==> config.mk <==
export PLATFORM = sky130hd
export DESIGN_NAME = fifo_readout_arbiter
export DESIGN_NICKNAME = d
export VERILOG_FILES = /design/src/rtl/fifo_arb_pkg.sv /design/src/rtl/rr_priority_picker.sv /design/src/rtl/fifo_readout_arbiter.sv
export SDC_FILE = /design/constraint.sdc
export NUM_CORES = 1
export LEC_CHECK = 0
export BUFFER_PORTS_ARGS = -buffer_cell sky130_fd_sc_hd__clkbuf_2
export CORE_AREA = 2 2 132 134
export CTS_BUF_LIST = sky130_fd_sc_hd__clkbuf_16
export DETAILED_ROUTE_END_ITERATION = 12
export DIE_AREA = 0 0 134 136
export HOLD_SLACK_MARGIN = 0.1
export PLACE_DENSITY = 0.54
export SYNTH_ARGS = -nofsm -noshare
export SYNTH_HDL_FRONTEND = slang
export SYNTH_SLANG_ARGS = --single-unit
==> constraint.sdc <==
create_clock -name CLK -period 2.4 [get_ports CLK]
set_clock_uncertainty 0.2 [all_clocks]
set_input_delay 0.12 -clock CLK [delete_from_list [all_inputs] [get_ports CLK]]
set_output_delay 0.12 -clock CLK [all_outputs]
set_load 0.05 [all_outputs]
==> src/rtl/fifo_arb_pkg.sv <==
// Shared types and width helpers for the FIFO readout arbiter.
package fifo_arb_pkg;

  typedef enum logic {
    IDLE = 1'b0,
    XFER = 1'b1
  } state_e;

  function automatic int clog2(input int n);
    int r;
    r = 0;
    for (int v = 1; v < n; v = v << 1) r++;
    return r;
  endfunction

  // Channel ID width: a single bit even when only one index would be needed.
  function automatic int ch_width(input int n_ch);
    return (clog2(n_ch) < 1) ? 1 : clog2(n_ch);
  endfunction

endpackage

==> src/rtl/rr_priority_picker.sv <==
// Round-robin pick: first set request bit after last_i, wrapping modulo N_CH.
module rr_priority_picker
  import fifo_arb_pkg::*;
#(
  parameter  int N_CH = 4,
  localparam int CH_W = ch_width(N_CH)
) (
  input  logic [N_CH-1:0] req_i,
  input  logic [CH_W-1:0] last_i,
  output logic            found_o,
  output logic [CH_W-1:0] index_o
);

  logic [CH_W-1:0] cand;

  // NOTE: every output and temporary gets a default before any branch, so no latch is inferred.
  always_comb begin
    found_o = 1'b0;
    index_o = '0;
    cand    = '0;
    for (int off = 1; off <= N_CH; off++) begin
      cand = CH_W'((int'(last_i) + off) % N_CH);
      if (!found_o && req_i[cand]) begin
        found_o = 1'b1;
        index_o = cand;
      end
    end
  end

endmodule

==> src/rtl/fifo_readout_arbiter.sv <==
// Round-robin burst scheduler draining N_CH FWFT FIFOs onto one stream output.
module fifo_readout_arbiter
  import fifo_arb_pkg::*;
#(
  parameter  int N_CH      = 4,
  parameter  int WIDTH     = 64,
  parameter  int BURST_MAX = 16,
  localparam int CH_W      = ch_width(N_CH)
) (
  input  logic                    CLK,
  input  logic                    RESETN,
  input  logic [N_CH*WIDTH-1:0]   FIFO_DOUT,
  input  logic [N_CH-1:0]         FIFO_NOT_EMPTY,
  input  logic [N_CH-1:0]         FIFO_ALMOST_FULL,
  output logic [N_CH-1:0]         FIFO_RE,
  input  logic [N_CH-1:0]         CH_ENABLE,
  output logic [WIDTH-1:0]        M_TDATA,
  output logic                    M_TVALID,
  input  logic                    M_TREADY,
  output logic [CH_W-1:0]         M_TUSER,
  output logic                    M_TLAST,
  output logic                    BUSY
);

  localparam int              BC_W      = clog2(BURST_MAX + 1);
  localparam logic [BC_W-1:0] LAST_BEAT = BC_W'(BURST_MAX - 1);

  state_e          state_q, state_d;
  logic [CH_W-1:0] grant_q, grant_d;
  logic [CH_W-1:0] last_grant_q, last_grant_d;
  logic [BC_W-1:0] beat_q, beat_d;

  logic [N_CH-1:0] req_af, req_ne;
  logic            af_found, ne_found;
  logic [CH_W-1:0] af_idx, ne_idx;
  logic            head_valid;
  logic            accept;

  assign req_af = FIFO_ALMOST_FULL & FIFO_NOT_EMPTY & CH_ENABLE;
  assign req_ne = FIFO_NOT_EMPTY & CH_ENABLE;

  rr_priority_picker #(.N_CH(N_CH)) u_pick_af (
    .req_i   (req_af),
    .last_i  (last_grant_q),
    .found_o (af_found),
    .index_o (af_idx)
  );

  rr_priority_picker #(.N_CH(N_CH)) u_pick_ne (
    .req_i   (req_ne),
    .last_i  (last_grant_q),
    .found_o (ne_found),
    .index_o (ne_idx)
  );

  assign head_valid = FIFO_NOT_EMPTY[grant_q];
  assign accept     = (state_q == XFER) && head_valid && M_TREADY;
  assign BUSY       = (state_q == XFER);

  // NOTE: state registers use non-blocking assignments so every flop samples pre-edge values.
  always_ff @(posedge CLK or negedge RESETN) begin
    if (!RESETN) begin
      state_q      <= IDLE;
      grant_q      <= '0;
      last_grant_q <= CH_W'(N_CH - 1);
      beat_q       <= '0;
    end else begin
      state_q      <= state_d;
      grant_q      <= grant_d;
      last_grant_q <= last_grant_d;
      beat_q       <= beat_d;
    end
  end

  always_comb begin
    state_d      = state_q;
    grant_d      = grant_q;
    last_grant_d = last_grant_q;
    beat_d       = beat_q;
    M_TVALID     = 1'b0;
    M_TDATA      = '0;
    M_TLAST      = 1'b0;
    M_TUSER      = grant_q;
    FIFO_RE      = '0;

    unique case (state_q)
      IDLE: begin
        // Almost-full channels pre-empt ordinary requesters to avoid overflow.
        if (af_found) begin
          grant_d      = af_idx;
          last_grant_d = af_idx;
          beat_d       = '0;
          state_d      = XFER;
        end else if (ne_found) begin
          grant_d      = ne_idx;
          last_grant_d = ne_idx;
          beat_d       = '0;
          state_d      = XFER;
        end
      end

      XFER: begin
        M_TVALID         = head_valid;
        M_TDATA          = FIFO_DOUT[grant_q*WIDTH +: WIDTH];
        M_TLAST          = head_valid && (beat_q == LAST_BEAT);
        FIFO_RE[grant_q] = accept;
        if (accept && (beat_q == LAST_BEAT)) begin
          state_d = IDLE;
        end else if (!head_valid) begin
          state_d = IDLE;
        end else if (accept) begin
          beat_d = beat_q + BC_W'(1);
        end
      end

      default: state_d = IDLE;
    endcase
  end

endmodule

==> flow_metrics.env <==
export IMPL_outcome="finished, final reports clean"
export IMPL_rows=48
export IMPL_antenna_left=0
export IMPL_dr_pass1_iters=4
export IMPL_use_met2_pct=25.53
export IMPL_rsz0062_at_grt="no"
export IMPL_initial_core_util_pct=15.87
export IMPL_cp_data_arrival_time_ns=1.97
export IMPL_crit_path_start_kind="flip-flop"
export IMPL_synthCells=241
export IMPL_r2r_start="M_TUSER[0]"
export IMPL_post_drt_wl_per_cell_um=17.59
export IMPL_global_route_usage_met3_pct=2.610
export IMPL_drc_errors=0
export IMPL_p_int_mw=2.595
export IMPL_grt_pass1_vias=3421
export IMPL_synth_fp_nets=514
export IMPL_dpl_hpwl_um=12250
export IMPL_syn_avg_cell_area_um2=11.12
export IMPL_clock_latency_ns=0.24
export IMPL_ys_ff_latch=10
export IMPL_ir_worst_vdd_mv=0.7444
export IMPL_setup_ws_ns=0.1121
export IMPL_reg2reg_setup_slack_ns=0.24
export IMPL_fin_nets=850
export IMPL_critical_path_required_ns=2.08
export IMPL_crit_type="reg2out"
export IMPL_power_density_nw_per_um2=1367
export IMPL_pwr_share_seq_pct=5.7
export IMPL_cts_tree="done"
export IMPL_pre_cts_ws_ns=0.1809
export IMPL_yosysSeqAreaShare_pct=9.435
export IMPL_areaGrowthSynthToFinish_pct=80.34
export IMPL_io_buffers=343
export IMPL_clock_fmax_mhz=437.1
export IMPL_htreeDepth=1
export IMPL_p_leak_nw=2.466
export IMPL_r2r_cells=6
export IMPL_finalHoldViolations=0
export IMPL_crit_fanout=9
export IMPL_swShare_pct=60.70
export IMPL_viasPerCell=4.396
export IMPL_fin_setup_tns_ns=0
export IMPL_startpoint="M_TUSER[0]"
export IMPL_dr_total_vias=3521
export IMPL_hp_class="in2reg"
export IMPL_cts_root_buf="clkbuf_16"
export IMPL_cts_buffer_depth=2
export IMPL_drv_cap=0
export IMPL_dieArea_um2=18220
export IMPL_core_area_um2=16880
export IMPL_relSlewSlack_pct=75.31
export IMPL_io_pin_count=344
export IMPL_drive_gt1_share_pct=75.17
export IMPL_cts_buffers=3
export IMPL_maxSlewViolCount=0
export IMPL_grt_max_degree=47
export IMPL_fillerInstances=1795
export IMPL_netlist_area_um2=2679
export IMPL_wl_um=14090
export IMPL_drt_iter0_drc=127
export IMPL_grt_met1_usage_pct=17.59
export IMPL_grt_busiest_layer="met2"
export IMPL_yosysWarnings=0
export IMPL_clkTransAtPathRegs_ns=0.04
export IMPL_layout_min_cycle_time_ns=2.288
export IMPL_ys_types=37
export IMPL_gp_congestion=0.7977
export IMPL_antennaDiodeCount=0
export IMPL_final_setup_viol_count=0
export IMPL_min_period_over_period_pct=95.33
export IMPL_pwr_share_comb_pct=89.8
export IMPL_grt_first_pass_wirelength_um=19790
export IMPL_r2r_end="beat_q[3]"
export IMPL_overflow=0
export IMPL_grt_total_usage_pct=14.03
export IMPL_endpoint="FIFO_RE[0]"
export IMPL_die_y_um=136
export IMPL_end_kind="output pin"
export IMPL_fp_dieW_um=134
export IMPL_power_switching_mw=4.009
export IMPL_grt_antenna_before_repair=0
export IMPL_cts_sinks=10
export IMPL_tightest_slew_ns=0.3692
export IMPL_p_clk_share_pct=4.5
registers in the layout, summed over array words and instances, names as in the netlist:
| signal | count |
|---|---|
| beat_q | 5 |
| M_TUSER | 2 |
| BUSY | 1 |
| last_grant_q | 2 |
cell usage after synthesis:
| cell | instances | share of area [%] |
|---|---|---|
| a21boi_0 | 1 | 0.28 |
| buf_2 | 8 | 1.5 |
| a221o_1 | 1 | 0.37 |
| a21o_1 | 1 | 0.28 |
| nand3_1 | 9 | 1.7 |
| ha_1 | 2 | 0.93 |
| o22ai_1 | 1 | 0.23 |
| or2_2 | 1 | 0.23 |
| nand2_1 | 10 | 1.4 |
| mux4_2 | 65 | 55 |
| or4b_1 | 1 | 0.37 |
| clkbuf_1 | 16 | 2.2 |
| nor3_1 | 2 | 0.37 |
| nand4_1 | 2 | 0.47 |
| dfstp_2 | 2 | 2.0 |
| nor2_1 | 7 | 0.98 |
| inv_1 | 5 | 0.70 |
| dfrtp_1 | 8 | 7.5 |
| o21a_1 | 2 | 0.56 |
| nor3b_1 | 2 | 0.56 |
| a21oi_1 | 4 | 0.75 |
| nand3b_1 | 3 | 0.84 |
| nor4b_1 | 1 | 0.33 |
| a31o_2 | 1 | 0.33 |
| o221ai_1 | 1 | 0.33 |
| a311oi_1 | 1 | 0.33 |
| and3_1 | 3 | 0.70 |
| a2bb2oi_1 | 1 | 0.33 |
| and2_1 | 65 | 15 |
| maj3_1 | 1 | 0.37 |
| a311o_1 | 1 | 0.37 |
| a31oi_1 | 1 | 0.23 |
| o211ai_1 | 1 | 0.28 |
| nand2b_1 | 1 | 0.23 |
| o21ai_0 | 7 | 1.3 |
| a22oi_1 | 1 | 0.28 |
| buf_4 | 2 | 0.56 |
layout by cell type, fill, tap and decap left out, drive strengths merged, types with 2 or more instances in the layout:
cell type    instances
o21a                 2
mux4                65
dlygate4sd3          3
a21oi                4
and3                 3
inv                  5
nand3                9
nor2                 7
buf                 11
dfstp                2
nor3b                2
and2                65
dfrtp                8
nand3b               3
nand4                2
nor3                 2
o21ai                7
ha                   2
clkbuf             346
nand2               10
power groups by stage:
| stage | registers, mW | logic [mW] | clock network (mW) |
|---|---|---|---|
| CTS | 0.380 | 6.01 | 0.305 |
| global route | 0.396 | 6.24 | 0.313 |
| global placement | 0.429 | 5.87 | 0 |
| detailed placement | 0.428 | 5.89 | 0 |
| finish | 0.376 | 5.93 | 0.300 |
| floorplan | 0.367 | 4.53 | 0 |
cell families (layout without fill, tap and decap cells):
logic type | count (synthesis) | count (layout) | share of synthesized area (%)
compound gates | 25 | 25 | 6.259
fa+ha+maj | 3 | 3 | 1.308
buf+inv | 31 | 366 | 4.998
flops | 10 | 10 | 9.435
mux | 65 | 65 | 54.65
simple gates | 107 | 107 | 23.35
worst max-delay path: stages, from the launching register on:
cell,delay [ns]
dfrtp_4,0.51
buf_12,0.16
mux4_2,0.36
nand2_1,0.12
nor4b_2,0.26
clkbuf_2,0.31
metrics by stage:
step	cells	power (mW)	cell area [um2]	util [%]	hold slack (ns)
CTS	801	6.698	4831	28.63	0.1085
detailed placement	792	6.317	4695	27.82	-0.2011
finish	801	6.605	4831	28.63	0.1082
floorplan	241	4.894	2699	-	-0.3756
global placement	792	6.298	4695	27.82	-0.2003
global route	801	6.948	4831	28.63	0.1588
per-layer routing:
layer	part of all wire [%]	vias up
li1	-	1630
met1	41	1699
met2	51	185
met3	7.9	7
met4	0.73	0
met5	0	-
worst min path at each step:
| stage | startpoint | endpoint | cells after the start | slack, ns |
|---|---|---|---|---|
| final | CH_ENABLE[2] | M_TUSER[0] | 4 | 0.11 |
| after global routing | CH_ENABLE[2] | last_grant_q[0] | 4 | 0.16 |
| after CTS | CH_ENABLE[2] | M_TUSER[0] | 4 | 0.11 |
| after detailed placement | RESETN | beat_q[0] | 1 | -0.20 |
| after global placement | RESETN | beat_q[0] | 1 | -0.20 |
| after floorplan | RESETN | BUSY | 0 | -0.38 |
area by class of cell:
cell class	instances	area, um2	area share, %
clock inverter	1	3.754	0.07770
clock buffer	3	75.07	1.554
tap	225	281.5	5.828
multi-input combinational	200	2311	47.84
inverter	5	18.77	0.3885
timing repair buffer	357	1879	38.90
sequential	10	261.5	5.413
what timing repair did:
item / 4_1_cts / 5_1_grt
gates resized for setup: 0 / 0
hold buffers: 3 / 0
endpoints found under the hold margin: 11 / 0
setup buffers: 2 / 0
endpoints found under the setup margin: 20 / 0
Note: power is estimated with default switching activity, not from simulation.
